[src/rtl/adder_arbiter_pkg.sv]
// Shared types and widths for the adder arbiter slice.
package adder_arbiter_pkg;

  typedef enum logic {ARB_EMPTY, ARB_FULL} arb_state_e;

  localparam int ADDER_W = 32;

endpackage

[src/rtl/adder_arbiter_if.sv]
// Requester/consumer bundle around the shared adder; slave is the arbiter's view.
interface adder_arbiter_if
  import adder_arbiter_pkg::*;
#(
  parameter int NUM_REQ = 4
);
  localparam int REQ_IDX_W = $clog2(NUM_REQ);

  logic [NUM_REQ-1:0]              req_valid_i;
  logic [NUM_REQ-1:0]              req_ready_o;
  logic [NUM_REQ-1:0][ADDER_W-1:0] req_op1_i;
  logic [NUM_REQ-1:0][ADDER_W-1:0] req_op2_i;
  logic                            rsp_valid_o;
  logic [REQ_IDX_W-1:0]            rsp_id_o;
  logic [ADDER_W-1:0]              rsp_sum_o;
  logic                            rsp_ready_i;

  modport slave (
    input  req_valid_i, req_op1_i, req_op2_i, rsp_ready_i,
    output req_ready_o, rsp_valid_o, rsp_id_o, rsp_sum_o
  );

  modport master (
    output req_valid_i, req_op1_i, req_op2_i, rsp_ready_i,
    input  req_ready_o, rsp_valid_o, rsp_id_o, rsp_sum_o
  );

endinterface

[src/rtl/adder_arbiter_adder.sv]
// Plain 32-bit adder shared by all requesters; combinational, carry-out dropped.
module adder
  import adder_arbiter_pkg::*;
(
  input  logic [ADDER_W-1:0] adder_op1_i,
  input  logic [ADDER_W-1:0] adder_op2_i,
  output logic [ADDER_W-1:0] sum_o
);

  assign sum_o = adder_op1_i + adder_op2_i;

endmodule

[src/rtl/adder_arbiter_rr.sv]
// Combinational round-robin pick: first valid requester after last_grant_i, gated by en_i.
module rr_arbiter #(
  parameter int NUM_REQ   = 4,
  parameter int REQ_IDX_W = $clog2(NUM_REQ)
) (
  input  logic [NUM_REQ-1:0]   req_i,
  input  logic                 en_i,
  input  logic [REQ_IDX_W-1:0] last_grant_i,
  output logic [NUM_REQ-1:0]   gnt_o,
  output logic [REQ_IDX_W-1:0] gnt_idx_o
);

  logic found;

  always_comb begin
    gnt_o     = '0;
    gnt_idx_o = '0;
    found     = 1'b0;
    for (int k = 1; k <= NUM_REQ; k++) begin
      logic [REQ_IDX_W-1:0] cand;
      cand = REQ_IDX_W'((int'(last_grant_i) + k) % NUM_REQ);
      if (en_i && !found && req_i[cand]) begin
        found       = 1'b1;
        gnt_o[cand] = 1'b1;
        gnt_idx_o   = cand;
      end
    end
  end

endmodule

[src/rtl/adder_arbiter.sv]
// Shares one adder between NUM_REQ requesters; result registered one cycle after accept.
// A full, undrained result slot blocks all grants; a drain frees the slot in the same cycle.
module adder_arbiter
  import adder_arbiter_pkg::*;
#(
  parameter int NUM_REQ = 4
) (
  input  logic            clk_i,
  input  logic            rst_i,
  adder_arbiter_if.slave  bus
);

  localparam int REQ_IDX_W = $clog2(NUM_REQ);

  arb_state_e           state_q, state_d;
  logic [ADDER_W-1:0]   sum_q, sum_d;
  logic [REQ_IDX_W-1:0] id_q, id_d;
  logic [REQ_IDX_W-1:0] last_q, last_d;

  logic [NUM_REQ-1:0]   gnt;
  logic [REQ_IDX_W-1:0] gnt_idx;
  logic [ADDER_W-1:0]   op1_mux, op2_mux, sum_w;
  logic                 drain, slot_free, accept;

  assign drain     = (state_q == ARB_FULL) & bus.rsp_ready_i;
  // Grants are suppressed during reset so nothing is accepted and then lost.
  assign slot_free = ((state_q == ARB_EMPTY) | drain) & ~rst_i;
  assign accept    = |(bus.req_valid_i & gnt);

  rr_arbiter #(.NUM_REQ(NUM_REQ), .REQ_IDX_W(REQ_IDX_W)) u_rr (
    .req_i        (bus.req_valid_i),
    .en_i         (slot_free),
    .last_grant_i (last_q),
    .gnt_o        (gnt),
    .gnt_idx_o    (gnt_idx)
  );

  assign op1_mux = bus.req_op1_i[gnt_idx];
  assign op2_mux = bus.req_op2_i[gnt_idx];

  adder u_adder (
    .adder_op1_i (op1_mux),
    .adder_op2_i (op2_mux),
    .sum_o       (sum_w)
  );

  always_comb begin
    state_d = state_q;
    sum_d   = sum_q;
    id_d    = id_q;
    last_d  = last_q;
    unique case (state_q)
      ARB_EMPTY: if (accept) state_d = ARB_FULL;
      ARB_FULL:  if (drain && !accept) state_d = ARB_EMPTY;
      default:   state_d = ARB_EMPTY;
    endcase
    if (accept) begin
      sum_d  = sum_w;
      id_d   = gnt_idx;
      last_d = gnt_idx;
    end
  end

  always_ff @(posedge clk_i) begin
    if (rst_i) begin
      state_q <= ARB_EMPTY;
      sum_q   <= '0;
      id_q    <= '0;
      last_q  <= REQ_IDX_W'(NUM_REQ - 1);
    end else begin
      state_q <= state_d;
      sum_q   <= sum_d;
      id_q    <= id_d;
      last_q  <= last_d;
    end
  end

  assign bus.req_ready_o = gnt;
  assign bus.rsp_valid_o = (state_q == ARB_FULL);
  assign bus.rsp_id_o    = id_q;
  assign bus.rsp_sum_o   = sum_q;

endmodule

[src/flat_wrapper.sv]
// flat-port wrapper written by rule: the top's interface ports become plain ports
module adder_arbiter_flat import adder_arbiter_pkg::*;
#(
  parameter int NUM_REQ = 4
)
  (clk_i, rst_i, bus_req_valid_i, bus_req_op1_i, bus_req_op2_i, bus_rsp_ready_i, bus_req_ready_o, bus_rsp_valid_o, bus_rsp_id_o, bus_rsp_sum_o);
  adder_arbiter_if #(.NUM_REQ(NUM_REQ)) bus_i ();
  input  logic clk_i;
  input  logic rst_i;
  input wire logic [$bits(bus_i.req_valid_i)-1:0] bus_req_valid_i;
  input wire logic [$bits(bus_i.req_op1_i)-1:0] bus_req_op1_i;
  input wire logic [$bits(bus_i.req_op2_i)-1:0] bus_req_op2_i;
  input wire logic [$bits(bus_i.rsp_ready_i)-1:0] bus_rsp_ready_i;
  output wire logic [$bits(bus_i.req_ready_o)-1:0] bus_req_ready_o;
  output wire logic [$bits(bus_i.rsp_valid_o)-1:0] bus_rsp_valid_o;
  output wire logic [$bits(bus_i.rsp_id_o)-1:0] bus_rsp_id_o;
  output wire logic [$bits(bus_i.rsp_sum_o)-1:0] bus_rsp_sum_o;
  assign bus_i.req_valid_i = bus_req_valid_i;
  assign bus_i.req_op1_i = bus_req_op1_i;
  assign bus_i.req_op2_i = bus_req_op2_i;
  assign bus_i.rsp_ready_i = bus_rsp_ready_i;
  assign bus_req_ready_o = bus_i.req_ready_o;
  assign bus_rsp_valid_o = bus_i.rsp_valid_o;
  assign bus_rsp_id_o = bus_i.rsp_id_o;
  assign bus_rsp_sum_o = bus_i.rsp_sum_o;
  adder_arbiter #(.NUM_REQ(NUM_REQ)) u_core (.clk_i(clk_i), .rst_i(rst_i), .bus(bus_i));
endmodule
[config.mk]
export PLATFORM = sky130hd
export DESIGN_NAME = adder_arbiter_flat
export DESIGN_NICKNAME = d
export VERILOG_FILES = /design/src/rtl/adder_arbiter_pkg.sv /design/src/rtl/adder_arbiter_if.sv /design/src/rtl/adder_arbiter_adder.sv /design/src/rtl/adder_arbiter_rr.sv /design/src/rtl/adder_arbiter.sv /design/src/flat_wrapper.sv
export SDC_FILE = /design/constraint.sdc
export NUM_CORES = 1
export LEC_CHECK = 0
export CAP_MARGIN = 30
export CELL_PAD_IN_SITES_DETAIL_PLACEMENT = 1
export CELL_PAD_IN_SITES_GLOBAL_PLACEMENT = 1
export CORE_MARGIN = 4
export CORE_UTILIZATION = 25
export CTS_CLUSTER_SIZE = 12
export DETAILED_ROUTE_END_ITERATION = 8
export GPL_ROUTABILITY_DRIVEN = 1
export PLACE_DENSITY = 0.81
export SYNTH_ARGS = -nofsm -noshare
export SYNTH_HDL_FRONTEND = slang
export SYNTH_SLANG_ARGS = --single-unit
export TNS_END_PERCENT = 5
[constraint.sdc]
create_clock -name clk_i -period 6.1 [get_ports clk_i]
set_clock_uncertainty 0.2 [all_clocks]
set_input_delay 0.915 -clock clk_i [delete_from_list [all_inputs] [get_ports clk_i]]
set_output_delay 0.915 -clock clk_i [all_outputs]
set_load 0.02 [all_outputs]
# Yosys cells after proc, flatten, opt, wreduce, memory -nomap -nowiden
# Cells that the tools add are included.
# W data, S select, Z words.
# word_totals
inputBits	263
ff_bits	37
elab_cells	78
# classes
n_bitwise	9
n_reduce_logical	17
n_lt_le_gt_ge	9
add_sub_neg	5
muxes	34
# op_table
operator	n
$bmux W32 S2	2
$mux W32	2
$add A32 B32 Y32	1
$mux W4	4
$lt A2 B3 Y1 const B	5
$mux W1	13
$logic_and A1 B1 Y1	12
$or A4 B4 Y4	3
$bmux W1 S2	4
$demux W1 S2	4
$ge A2 B1 Y1 const B	4
$mux W2	4
$add A2 B1 Y2 const B	2
$add A2 B2 Y2 const B	2
$and A4 B4 Y4	1
$logic_not A1 Y1	4
$reduce_or A4 Y1	1
$and A1 B1 Y1	2
$not A1 Y1	2
$pmux W1 S2	1
$or A1 B1 Y1	1

# Longest topological paths before layout
# depth
word_depth	23
mapped_depth	21
ltp_nobuf	18

# By module
# From an unflattened synthesis, not the netlist that was laid out.
# hier_totals
hier_cells	539
hier_area_um2	5203.7
# by_module_without_submodules
module	cells_per_inst	area_each_um2	n_inst
adder_arbiter	244	2972.9	1
adder	241	1744.2	1
rr_arbiter	54	486.7	1

# Worst setup path before layout
# No wires, ideal clock.
# synth_timing
path_type	input -> register
startpoint	in bus_req_valid_i[1]
endpoint	reg u_core.sum_q[30], in the netlist u_core.bus.rsp_sum_o[30]
t_arrival_ns	5.436
required_time_ns	5.784
slack_ns	0.349
stages	17
path_buffers	3
setup_time_ns	0.116
path_cell_list	mux4_2 -> nor4_4 -> and3b_1 -> buf_4 -> o32a_1 -> buf_4 -> buf_6 -> mux4_2 -> fa_1 -> a21oi_1 -> o211ai_1 -> a21o_1 -> o21a_1 -> o2111ai_1 -> a21oi_1 -> or4_1 -> a31o_1
# synth_via
elab_chain_len	19
word_cells_on_any_way	39
# synth_rtl
item	line	rtl
start: declaration	flat_wrapper.sv:10	input wire logic [$bits(bus_i.req_valid_i)-1:0] bus_req_valid_i;
$bmux W1 S2	adder_arbiter_rr.sv:22	if (en_i && !found && req_i[cand]) begin
$mux W1 (implied by the code)	adder_arbiter_rr.sv:22	
$logic_and A1 B1 Y1	adder_arbiter_rr.sv:22	
$mux W1	adder_arbiter_rr.sv:22	
$logic_not A1 Y1	adder_arbiter_rr.sv:22	
$logic_and A1 B1 Y1 (2 in series)	adder_arbiter_rr.sv:22	
$mux W1	adder_arbiter_rr.sv:22	
$logic_not A1 Y1	adder_arbiter_rr.sv:22	
$logic_and A1 B1 Y1 (2 in series)	adder_arbiter_rr.sv:22	
$mux W1	adder_arbiter_rr.sv:22	
$logic_not A1 Y1	adder_arbiter_rr.sv:22	
$logic_and A1 B1 Y1 (2 in series)	adder_arbiter_rr.sv:22	
$mux W2	adder_arbiter_rr.sv:22	
$bmux W32 S2, on equally long branches	adder_arbiter.sv:38, adder_arbiter.sv:39	
$mux W32, on equally long branches	adder_arbiter.sv:38, adder_arbiter.sv:39	
$add A32 B32 Y32	adder_arbiter_adder.sv:10	assign sum_o = adder_op1_i + adder_op2_i;
end signal: assignment	adder_arbiter.sv:72	sum_q <= sum_d;
end: declaration	adder_arbiter.sv:16	logic [ADDER_W-1:0] sum_q, sum_d;
# Parallel ways exist; a longest one is shown, timed or not. The select of a mux whose other input is x is not followed.
# A chain may end at the register's enable or synchronous reset.

# Final worst setup path
# layout_timing
startpoint	in bus_req_valid_i[1]
endpoint	reg u_core.sum_q[31], in the netlist u_core.bus.rsp_sum_o[31]
# Same word-level chain as after synthesis.

==> results.md <==
* Status: finished, final reports clean
* Die H at 150 µm
* Setup repair after global routing missed its margin: yes
* Largest area contributor in the netlist: mux4_2
* Ys flop type: dfxtp_1
* Fin. max-slew vios at 0
* Clk_lat worst skew at 0.29 ns
* Maxcap violations at 0
* Hold WC Path Type: reg2reg
* Final worst slack at 0.219 ns
* GPL Wtd Cong at 0.871
* H-Tree Depth at 2
* Cell-internal power at 2490 µW
* DR vias/cell at 5.04
* Synth cell types at 65
* CTS Buffer Depth at 2
* Sequential share of the synthesized area at 14.6%
* Core Region at 19,700 µm²
* Final Hold Fails at 0
* Vias in the first global route at 6,416
* Final setup fails at 0
* Die footprint at 22,600 µm²
* TritonCTS buffer count at 5
* Fin nets at 1,148
* Post-route DRC at 0
* Number of synthesized flops with an enable pin at 0
* Filler cells at 2,199
* Ports at 302
* Post-synthesis cell area at 5070 µm²
* Switching share of power at 45.6%
* Share of flip-flops with an asynchronous set or reset at 0%
* Power per cell area at 508 nW/µm²
* IO buf count at 301
* Sw power at 2090 µW
* Pre-CTS WS at -0.273 ns
* Post-synthesis instance total at 491
* Synth warnings at 0
* GRT overflow at 0
* Synth top area share at 29.8%
* Area delta synth->final at 78.1%
* Detailed Place HPWL at 19,000 µm
* Synth top area cells: mux4_2 (30%), dfxtp_1 (15%), ha_1 (9.6%)
* Fin crit share at 96.4%
* Post-Syn Area per Cell at 10.3 µm²
* Sequential power share at 7.2%
* Most frequent cell after synthesis: mux4_2
* Post-synth top cells: mux4_2 (67), nor2_1 (40), ha_1 (39), dfxtp_1 (37), a21oi_1 (31)
* Gr usage total at 19.0%
* Worst slew pin tran at 0.746 ns
* CP Launch Type: primary input
* WL final at 22,000 µm
* Clock period minus final worst setup slack at 5.88 ns
* Drt pass-1 iters at 4
* WP buf/inv at 6
* Clk root buf: clkbuf_16
* Worst-path maximum fanout at 11
* Die width at 150 µm
* Largest net degree at the start of global routing at 38
* Comb power frac at 87.1%
* Initial Util at 25.7%
* Wire per inst at 19.8 µm
* Layout cell share with drive strength beyond 1 at 20.0%
* Relative slew slack at 50.3%
* Overall power at 4580 µW
* Delay-heaviest family, CP: compound AO/OA/AOI/OAI gates
* CP most frequent cell: buf_4
* Synth Register Bits at 37
* Fmax at 0.170 GHz
* Nature of the critical path endpoint: register
* Via Count at 5,596
* N_diodes at 0
* Worst EP arrival at 5.89 ns
* DRT antenna net count at 0
* Hold buffers post-CTS at 0
* Site Rows at 51
* Clock Power Share at 5.8%
* Crit Path Class: in2reg
* CP required at 6.11 ns
* Max incr delay on CP at 0.53 ns
* Critical path's slowest cell: mux4_2
* Clock tree sinks at 37
* Initial antenna violation count at 0
* First-pass GRT wire length at 33,700 µm
* Syn Nets at 794
* Leakage at 0.00347 µW
* Crit-path cells: clkdlybuf4s50_1, mux4_2, nor4_4, and3b_1, o32a_2, buf_12, buf_12, buf_4, mux4_2, ha_1, o21a_1, o211a_1, a31oi_1, buf_4, o211ai_1, a211oi_2, buf_4, o21ai_0, xnor2_1, a211oi_2
* Reg clk slew, reported paths at 0.06 ns
* CTS tree: built
* Starting DRT DRC Count at 166
* Peak supply drop at 0.229 mV
-- cells by family after synthesis --
kind of cell             after synthesis  share of synthesized area [%]
buffers and inverters                 45                           5.04
AO/OA/AOI/OAI                        138                           19.1
adder cells (fa/ha/maj)               40                           10.0
XOR/XNOR                              27                           4.67
AND/OR/NAND/NOR                      113                           12.0
flip-flops                            37                           14.6
multiplexers                          91                           34.5
-- flip-flops by register name, summed over array words and instances, names as in the netlist --
register                cells
u_core.bus.rsp_sum_o       32
u_core.bus.rsp_id_o         2
u_core.last_q               2
u_core.bus.rsp_valid_o      1
-- layer usage --
metal  routed length, µm  vias to the layer above  GRT usage (%)
li1                    -                     2660              -
met1                8190                     2720           20.8
met2               12200                      200           37.8
met3                1410                       16           3.22
met4                 276                        0           3.80
met5                   0                        -              0
-- worst reg2reg max path, cell delays in order, from the launching register on --
cell      delay, ns
dfxtp_1        0.35
inv_1          0.15
ha_1           0.48
mux4_2         0.57
and2_1         0.20
o32a_2         0.41
buf_12         0.16
buf_4          0.15
mux4_2         0.45
ha_1           0.39
o211ai_1       0.14
o211ai_1       0.30
a31oi_1        0.12
buf_4          0.17
o211ai_1       0.37
a211oi_2       0.15
buf_4          0.17
o21ai_0        0.25
xnor2_1        0.13
a211oi_2       0.21
-- cells in the final DEF, fill, tap and decap left out, drive strengths merged, types with 3 or more instances in the layout --
master and n:
o21a 5, a21boi 4, and3 5, a31oi 4, o21ai 22, nor4 4
nor2b 8, o21bai 5, a211oi 8, nand3 7, o211ai 7, xor2 11
dfxtp 37, nor3b 6, ha 39, a21o 19, clkbuf 6, mux2i 23
a22oi 4, inv 17, a21oi 32, nand2b 3, buf 75, clkdlybuf4s50 300
a22o 3, or2 3, mux4 67, and2 5, nor2 40, a2111oi 3
nor3 5, nand2 17, or3 3, a221o 4, xnor2 16
-- final timing paths --
check	endpoint	depth (start not counted)	slack [ns]	startpoint
min	u_core.bus.rsp_sum_o[0]	2	0.29	u_core.bus.rsp_sum_o[0]
min reg2reg	u_core.bus.rsp_sum_o[0]	2	0.29	u_core.bus.rsp_sum_o[0]
max	u_core.bus.rsp_sum_o[31]	20	0.22	bus_req_valid_i[1]
max reg2reg	u_core.bus.rsp_sum_o[31]	19	0.51	u_core.last_q[1]
-- power by group through the flow --
| stage | Clock [µW] | Combinational [µW] | Sequential [µW] |
|---|---|---|---|
| 4_1_cts | 276 | 3940 | 329 |
| 3_3_place_gp | 0 | 3830 | 331 |
| 6_report | 264 | 3990 | 328 |
| 3_5_place_dp | 0 | 3920 | 334 |
| 2_1_floorplan | 0 | 2490 | 395 |
| 5_1_grt | 289 | 4380 | 336 |
-- per-stage QoR --
stage / utilization (%) / instance area, µm² / instances / TNS, ns / hold WS [ns]
global placement: 44.7 / 8820 / 1102 / -0.307 / 0.267
global route: 45.8 / 9020 / 1111 / -0.156 / 0.320
floorplan: - / 5070 / 491 / 0 / 0.347
detailed placement: 44.7 / 8820 / 1102 / -1.37 / 0.284
CTS: 45.4 / 8950 / 1110 / 0 / 0.299
finish: 45.8 / 9020 / 1111 / 0 / 0.292
-- timing repair --
action / 4_1_cts / 5_1_grt
resized for setup: 0 / 12
setup buffers: 0 / 1
endpoints found under the setup margin: 0 / 8
-- layout make-up --
type	count	area, µm²	share of cell area [%]
flip-flops and latches	37	741	8.21
inverters	17	63.8	0.707
clock inverters	2	10.0	0.111
clock buffers	6	129	1.43
well taps	265	332	3.67
multi-input cells	409	4110	45.6
repair buffers	375	3640	40.3
Power figures use the tool's default switching activity.
